### src/rtl/elevator_pkg.sv
// Shared types and constants for the passenger side of the elevator request path.
// Hall bit layout: bit 2(f-1)+1 is the UP call and bit 2(f-1) is the DOWN call for floor f.
package elevator_pkg;

  localparam int NUM_FLOORS = 7;
  localparam int NUM_HALL   = 2 * NUM_FLOORS;
  localparam int NUM_CAB    = NUM_FLOORS + 2;

  localparam logic [1:0] UP   = 2'b10;
  localparam logic [1:0] DOWN = 2'b01;
  localparam logic       OPEN = 1'b1;
  localparam logic       MOVE = 1'b1;

  typedef enum logic [1:0] {IDLE, ARMED, HELD, RELEASE} deb_state_e;

  // Only meaningful for floors 1..NUM_FLOORS.
  function automatic logic [3:0] hallBit(input logic [2:0] floor, input logic [1:0] dir);
    return {floor - 3'd1, dir == UP};
  endfunction

endpackage

### src/rtl/call_debouncer.sv
// One pushbutton: 2-FF synchronizer, then a tick-paced debounce FSM that emits a
// single-cycle press per physical push and a level while the button is considered held.
module call_debouncer
  import elevator_pkg::*;
(
  input  logic clk,
  input  logic reset,
  input  logic tick,
  input  logic raw,
  output logic press,
  output logic level
);

  logic       sync1_q, sync2_q;
  deb_state_e state_q;
  logic       press_q, level_q;

  // NOTE: sequential state uses non-blocking assignments so every flop samples pre-edge values.
  always_ff @(posedge clk or negedge reset) begin
    if (!reset) begin
      sync1_q <= 1'b0;
      sync2_q <= 1'b0;
    end else begin
      sync1_q <= raw;
      sync2_q <= sync1_q;
    end
  end

  always_ff @(posedge clk or negedge reset) begin
    if (!reset) begin
      state_q <= IDLE;
      press_q <= 1'b0;
      level_q <= 1'b0;
    end else begin
      press_q <= 1'b0;
      if (tick) begin
        unique case (state_q)
          IDLE:    if (sync2_q) state_q <= ARMED;
          ARMED: begin
            if (sync2_q) begin
              state_q <= HELD;
              press_q <= 1'b1;
              level_q <= 1'b1;
            end else begin
              state_q <= IDLE;
            end
          end
          HELD:    if (!sync2_q) state_q <= RELEASE;
          // A bounce back to high re-enters HELD without a second press.
          RELEASE: begin
            if (sync2_q) begin
              state_q <= HELD;
            end else begin
              state_q <= IDLE;
              level_q <= 1'b0;
            end
          end
          default: state_q <= IDLE;
        endcase
      end
    end
  end

  assign press = press_q;
  assign level = level_q;

endmodule

### src/rtl/call_panel.sv
// Hall/cab call front end: debounces raw switches, latches calls for the Elevator core,
// and clears each call when the core's served echo for that bit falls.
module call_panel
  import elevator_pkg::*;
#(
  parameter int CLK_PER_SAMPLE = 10000000
) (
  input  logic                clk,
  input  logic                reset,
  input  logic [NUM_HALL-1:0] rawFloorButton,
  input  logic [NUM_CAB:1]    rawInternalButton,
  input  logic [NUM_HALL-1:0] servedFloorButton,
  input  logic [NUM_CAB:1]    servedInternalButton,
  input  logic [2:0]          currentFloor,
  input  logic                doorState,
  input  logic                move,
  output logic [NUM_HALL-1:0] floorButton,
  output logic [NUM_CAB:1]    internalButton,
  output logic                callPending
);

  localparam int            CW      = (CLK_PER_SAMPLE > 1) ? $clog2(CLK_PER_SAMPLE) : 1;
  localparam logic [CW-1:0] CNT_MAX = CW'(CLK_PER_SAMPLE - 1);

  logic [CW-1:0]         cnt_q, cnt_d;
  logic                  tick;
  logic [NUM_HALL-1:0]   hall_press, hall_level, hall_ok;
  logic [NUM_CAB:1]      cab_press, cab_level;
  logic [NUM_FLOORS:1]   cab_ok;
  logic                  supp_active;
  logic [NUM_HALL-1:0]   floor_q, floor_d, served_floor_q;
  logic [NUM_FLOORS:1]   cab_q, cab_d, served_cab_q;
  logic                  unused_bits;

  for (genvar i = 0; i < NUM_HALL; i++) begin : g_hall
    call_debouncer u_deb (
      .clk(clk), .reset(reset), .tick(tick), .raw(rawFloorButton[i]),
      .press(hall_press[i]), .level(hall_level[i])
    );
  end

  for (genvar i = 1; i <= NUM_CAB; i++) begin : g_cab
    call_debouncer u_deb (
      .clk(clk), .reset(reset), .tick(tick), .raw(rawInternalButton[i]),
      .press(cab_press[i]), .level(cab_level[i])
    );
  end

  // NOTE: every always_comb output gets a default first so no path can infer a latch.
  always_comb begin
    tick  = (cnt_q == CNT_MAX);
    cnt_d = tick ? '0 : cnt_q + 1'b1;

    supp_active = (doorState == OPEN) && (move != MOVE) &&
                  (currentFloor != 3'd0) && (int'(currentFloor) <= NUM_FLOORS);

    hall_ok = '1;
    hall_ok[hallBit(3'd1, DOWN)]              = 1'b0;
    hall_ok[hallBit(3'(NUM_FLOORS), UP)]      = 1'b0;
    cab_ok  = '1;
    // The car is parked open at this floor, so a call here is already satisfied.
    if (supp_active) begin
      cab_ok[currentFloor]                    = 1'b0;
      hall_ok[hallBit(currentFloor, UP)]      = 1'b0;
      hall_ok[hallBit(currentFloor, DOWN)]    = 1'b0;
    end

    // Clear on the falling edge of the served echo; a same-cycle press wins.
    floor_d = (floor_q & ~(served_floor_q & ~servedFloorButton)) | (hall_press & hall_ok);
    cab_d   = (cab_q & ~(served_cab_q & ~servedInternalButton[NUM_FLOORS:1])) |
              (cab_press[NUM_FLOORS:1] & cab_ok);
  end

  always_ff @(posedge clk or negedge reset) begin
    if (!reset) begin
      cnt_q          <= '0;
      floor_q        <= '0;
      cab_q          <= '0;
      served_floor_q <= '0;
      served_cab_q   <= '0;
    end else begin
      cnt_q          <= cnt_d;
      floor_q        <= floor_d;
      cab_q          <= cab_d;
      served_floor_q <= servedFloorButton;
      served_cab_q   <= servedInternalButton[NUM_FLOORS:1];
    end
  end

  assign floorButton    = floor_q;
  assign internalButton = {cab_level[NUM_CAB:NUM_FLOORS+1], cab_q};
  assign callPending    = (|floor_q) | (|cab_q);

  // Door buttons are never served-cleared and hall levels have no consumer.
  assign unused_bits = ^{hall_level, cab_level[NUM_FLOORS:1],
                         cab_press[NUM_CAB:NUM_FLOORS+1],
                         servedInternalButton[NUM_CAB:NUM_FLOORS+1]};

endmodule

### config.mk
export PLATFORM = sky130hd
export DESIGN_NAME = call_panel
export DESIGN_NICKNAME = d
export VERILOG_FILES = /design/src/rtl/elevator_pkg.sv /design/src/rtl/call_debouncer.sv /design/src/rtl/call_panel.sv
export SDC_FILE = /design/constraint.sdc
export NUM_CORES = 1
export LEC_CHECK = 0
export ABC_CLOCK_PERIOD_IN_PS = 2300
export BUFFER_PORTS_ARGS = -buffer_cell sky130_fd_sc_hd__buf_2
export CAP_MARGIN = 20
export CORE_ASPECT_RATIO = 0.5
export CORE_MARGIN = 1
export CORE_UTILIZATION = 25
export DETAILED_ROUTE_END_ITERATION = 6
export GPL_TIMING_DRIVEN = 1
export PLACE_DENSITY = 0.49
export RECOVER_POWER = 50
export SETUP_SLACK_MARGIN = 0.3
export SYNTH_ARGS = -nofsm -noshare
export SYNTH_HDL_FRONTEND = slang
export SYNTH_SLANG_ARGS = --single-unit
### constraint.sdc
create_clock -name clk -period 2.3 [get_ports clk]
set_clock_uncertainty 0.15 [all_clocks]
set_input_delay 0.23 -clock clk [delete_from_list [all_inputs] [get_ports clk]]
set_output_delay 0.23 -clock clk [all_outputs]
set_load 0.02 [all_outputs]
Word level (Yosys, flattened, before mapping)
Index checks and enable logic that the tools add are counted.

Flip-flop bits (word level): 181. Bits of input ports: 53. Output and inout port bits: 24. Word-level logic and storage cells: 494.

Add/sub/neg operators: 2. $lt $le $gt $ge: 6. Eq/ne operators: 120. Muxes and demuxes: 170. Bitwise operators: 18. Reductions and logical operators: 81.

Operators by type and width (number): two-way mux 2 bit (69); case mux 2 bit (3 select lines) (23); == test 2 bit, second input constant (46); two-way mux 1 bit (70); AND reduction 3 bit (23); != test 2 x 1 -> 1 bit, second input constant (25); != test 2 bit, second input constant (25); == test 2 x 1 -> 1 bit, second input constant (23); logical NOT 2 bit (23); OR reduction 2 bit (23); AND 14 bit (3); inverter 14 bit (2); adder 24 x 1 -> 24 bit, second input constant (1); == test 24 bit, second input constant (1); two-way mux 24 bit (1); AND 7 bit (3); inverter 7 bit (3); AND 13 x 14 -> 14 bit (1); two-way mux 14 bit (1); inverter 13 -> 14 bit (1); bitwise OR 14 bit (1); OR reduction 14 bit (1); inverter 11 -> 12 bit (1); less-than comparator 4 x 5 -> 1 bit, second input constant (2); 15 further kinds (25).

Depth between registers and ports, before layout
Depth in word-level cells: 10. Mapped depth: 7. Gate-level depth less buffers: 6.

Modules after synthesis
From an unflattened synthesis, not the netlist that was laid out.

Cell total of the unflattened synthesis: 556. Area total of the unflattened synthesis: 7422.1 µm².

Modules (own cells, without submodules): call_debouncer (times used 21, cells an instance 15, area each 220.2 µm², sequential area each 150.1 µm²); call_panel (times used 1, cells an instance 241, area each 2797.7 µm², sequential area each 1651.6 µm²).

Worst setup path before layout
Ideal clock, no wire load.

Kind: flip-flop to flip-flop. Start point: register cnt_q[0]. End point: register (tool-made name). Setup time: 0.125 ns. Arrival time: 1.845 ns. Data required time: 2.025 ns. Slack: 0.180 ns. Cell stages (with the launch flop): 7. Path buffers: 1. Period minus slack after synthesis: 2.120 ns. Cells stage by stage: dfrtp_1 -> ha_1 -> nand4_4 -> nor4_4 -> buf_6 -> nand3_2 -> mux2_4.

RTL lines: from (decl) (line call_panel.sv:25) `logic [CW-1:0] cnt_q, cnt_d;`; from (signal assigned) (line call_panel.sv:82) `cnt_q <= cnt_d;`.

Worst setup path after layout
Start point: register cab_q[1] (netlist name). End point: output callPending.

Longest elaborated chain between the ends: 2.

RTL lines: from (decl) (line call_panel.sv:32) `logic [NUM_FLOORS:1] cab_q, cab_d, served_cab_q;`; from (signal assigned) (line call_panel.sv:78) `cab_q <= '0;`; from (signal assigned) (line call_panel.sv:84) `cab_q <= cab_d;`; OR reduction 7 bit (line call_panel.sv:92) `assign callPending = (|floor_q) | (|cab_q);`; bitwise OR 1 bit (line call_panel.sv:92); to (decl) (line call_panel.sv:19) `output logic callPending`.

No other way between the ends.

==> metrics.csv <==
stage,metric,value,unit
die,Die ar.,0.0272,mm^2
yosys,syn_nets,541,
power,peak supply drop,437,uV
route,wire length per cell,14.3,um
cells_and_area,share of cells above drive strength 1,33.2,%
clock_network,CTS Sinks,171,
cells_and_area,Final #Nets,702,
global_route,Global Route Usage Sum,10.9,%
critical_path,r2r worst-path depth,6,
placement,post-placement cell area,0.00754,mm^2
cells_and_area,Layout fillers,2475,
hold_path,critical hold path startpoint,currentFloor[1],
yosys,Seq cells post-synth,171,
route,Residual DRC,0,
sta,RSZ-0062 raised after global routing,yes,
sta,Final WS setup,-0.0326,ns
placement,post-DP HPWL,9040,um
critical_path,worst reg2reg path startpoint,cnt_q[17],
sta,fin. max-slew vios,0,
yosys,main flop type after synthesis,dfrtp_1,
critical_path,reg-to-reg setup timing slack,0.24,ns
critical_path,worst r2r dst,g_hall[3].u_deb.state_q[0],
sta,period utilization,101,%
critical_path,Most common cell on crit path,or4_1,
hold_path,class of the worst hold path,primary input to flop,
route,Via density,4.22,
outcome,failing checks,negative setup slack,
power,sequential group share of total power,48.4,%
sta,fmax,0.429,GHz
yosys,number of library cell types mapped by synthesis,43,
sta,Final setup viols,1,
clock_network,H-Tree Depth,4,
die,core area,0.0256,mm^2
route,DR pass1 iterations,4,
placement,dpl cells,903,
yosys,mean post-synth cell area,13.7,um^2
clock_network,"Reg clk slew, reported paths",0.07,ns
run,Maximum Capacitance Violations,0,
power,Power Density,693,mW/mm^2
power,switching pwr,1.45,mW
hold_path,hold path cells,3,
hold_path,hold endpoint,cab_q[7],
critical_path,Max Fanout on Critical Path,3,
die,Die Width,232,um
placement,pre-CTS setup slack,0.127,ns
global_route,grt ovf,0,
critical_path,"Req. time, crit path",1.92,ns
route,initial drt markers,167,
sta,Fin. Hold Viols,0,
power,Static Leak,4.12,nW
clock_network,clk buf depth,2,
yosys,sequential element share of the synthesized area,64.5,%
yosys,synth warn,0,
sta,Slew @ Worst Pin,1.49,ns
cells_and_area,Layout Cells excl Fill,1003,
clock_network,total CTS buffers,17,
yosys,mapped cell area,0.00663,mm^2
route,post-route ant nets,0,
power,Pwr Total,6.38,mW
global_route,initial antenna violation count,0,
clock_network,CTS tree,built,
power,switch share,22.7,%
global_route,largest net degree at the start of global routing,60,
clock_network,clock latency on the worst-skew pair,0.43,ns
power,combinational share of power,3.7,%
yosys,number of flops mapped to enable cells by yosys,0,
sta,minimum period implied by the final worst setup slack,2.33,ns
die,Top Ports,77,
cells_and_area,final core occ,36.0,%
critical_path,Crit path arrival time,1.95,ns
critical_path,"Max stage delay cell, worst path",or4_1,
power,clock power share,47.9,%
placement,GPL Wtd Cong,0.786,
power,Int Pwr,4.93,mW
route,drt total wl,14400,um
clock_network,root buffer cell,clkbuf_16,
route,routed vias,4231,
critical_path,startpoint types,flop,
sta,worst relative slew slack,0.481,%
die,row count,41,
yosys,Cells after Synth,485,
global_route,vias in the first global route,4263,
cells_and_area,P&R area growth vs syn,38.9,%
critical_path,Worst setup EP type,output pin,
cells_and_area,ant diodes,0,
critical_path,CP max stage delay,0.50,ns
global_route,first-pass GRT wire length,22500,um
critical_path,crit-path cells,or4_1 -> or4_1 -> buf_2,
cells_and_area,"Design Area, Final",0.00921,mm^2
die,Initial Util,25.9,%
placement,port buffer count,72,
yosys,asr flop ratio synth,100,%
outcome,status,finished with violations,
critical_path,critical path launch point,cab_q[1],
die,Die H,117,um
critical_path,crit path kind,flop to output pin,
## power by group through the flow
stage	registers (mW)	logic, mW	clock network (mW)
floorplan	3.14	0.0598	0
global placement	3.15	0.189	0
detailed placement	3.15	0.191	0
CTS	3.09	0.250	3.16
global route	3.10	0.266	3.27
finish	3.09	0.234	3.06
## layer usage
metal	up-vias	track usage (%)	wire length (um)
met5	-	0	0
met4	0	3.46	129
met3	11	3.27	369
met2	32	18.0	7130
met1	2167	13.7	6720
li1	2021	-	-
## critical path: cells and delay by family, from the launching register on
kind,cells,cell delay [ns]
buf+inv,1,0.17
flops,1,0.39
simple gates,2,0.96
## placed cells by master, fill, tap and decap left out, types with 3 or more instances in the layout
| cell | netlist | final |
|---|---|---|
| bufinv_16 | 0 | 3 |
| clkbuf_1 | 4 | 15 |
| dlygate4sd3_1 | 0 | 43 |
| buf_4 | 3 | 25 |
| nor3_1 | 5 | 4 |
| ha_1 | 3 | 3 |
| nand3_4 | 0 | 19 |
| nand3_1 | 21 | 14 |
| nor3b_2 | 0 | 3 |
| clkbuf_16 | 0 | 17 |
| xnor2_1 | 35 | 35 |
| buf_12 | 0 | 6 |
| inv_6 | 0 | 6 |
| nor4_1 | 4 | 3 |
| a22o_1 | 19 | 19 |
| buf_2 | 5 | 54 |
| dfrtp_2 | 0 | 5 |
| nand2b_1 | 20 | 20 |
| buf_6 | 2 | 4 |
| inv_1 | 15 | 15 |
| xor2_1 | 6 | 6 |
| nor2_1 | 35 | 33 |
| dfrtp_1 | 171 | 166 |
| inv_8 | 0 | 3 |
| nor3b_1 | 19 | 16 |
| nand4_1 | 11 | 11 |
| mux2_4 | 13 | 39 |
| buf_8 | 0 | 4 |
| nand2_1 | 10 | 9 |
## metrics by stage
stage               hold WS [ns]  TNS, ns
floorplan                 -0.216        0
finish                    0.0477  -0.0326
global route              0.0487    -2.48
detailed placement         0.106        0
global placement           0.107        0
CTS                       0.0198   -0.102
## area by class of cell
type	count	area [um^2]	area share (%)
repair buffers	156	1220	13.2
multi-input cells	285	2600	28.2
clock buffers	17	425	4.62
inverters	15	56.3	0.611
flip-flops and latches	171	4290	46.5
clock inverters	15	200	2.17
well taps	344	430	4.67
## worst max-delay path by stage
stage	endpoint	slack (ns)	depth (start not counted)
after floorplan	flop	0.31	5
after global placement	g_hall[10].u_deb.state_q[0]	0.15	5
after detailed placement	g_cab[4].u_deb.state_q[0]	0.13	5
after CTS	callPending	-0.10	5
after global routing	callPending	-0.14	5
final	callPending	-0.03	3
## repair_timing
item,CTS,global route
cloned,2,0
pin swaps,7,11
hold endpoints to repair,117,0
resized for setup,20,84
hold buffers,43,0
endpoints found under the setup margin,51,47
buffers inserted,11,12
## synth_stat cells, types with 5 or more instances
cell type	count	area, um^2
nand3_1	21	105
a22o_1	19	166
dfrtp_1	171	4280
nand3_2	13	130
inv_1	15	56.3
nor3b_1	19	143
nor3_1	5	25.0
mux2_2	27	304
nor2_1	35	131
nand2b_1	20	125
xnor2_1	35	307
nand2_1	10	37.5
mux2_4	13	195
nand4_1	11	68.8
buf_2	5	25.0
xor2_1	6	52.6
## cell families after synthesis
family                     synth area share [%]
muxes                                      7.53
xor gates and xnor gates                   5.42
buffers and inverters                      2.13
DFF                                        64.5
and+or+nand+nor                            15.6
AOI/OAI and AO/OA                          4.26
adders and majority gates                 0.566
Note: power is estimated with default switching activity, not from simulation.
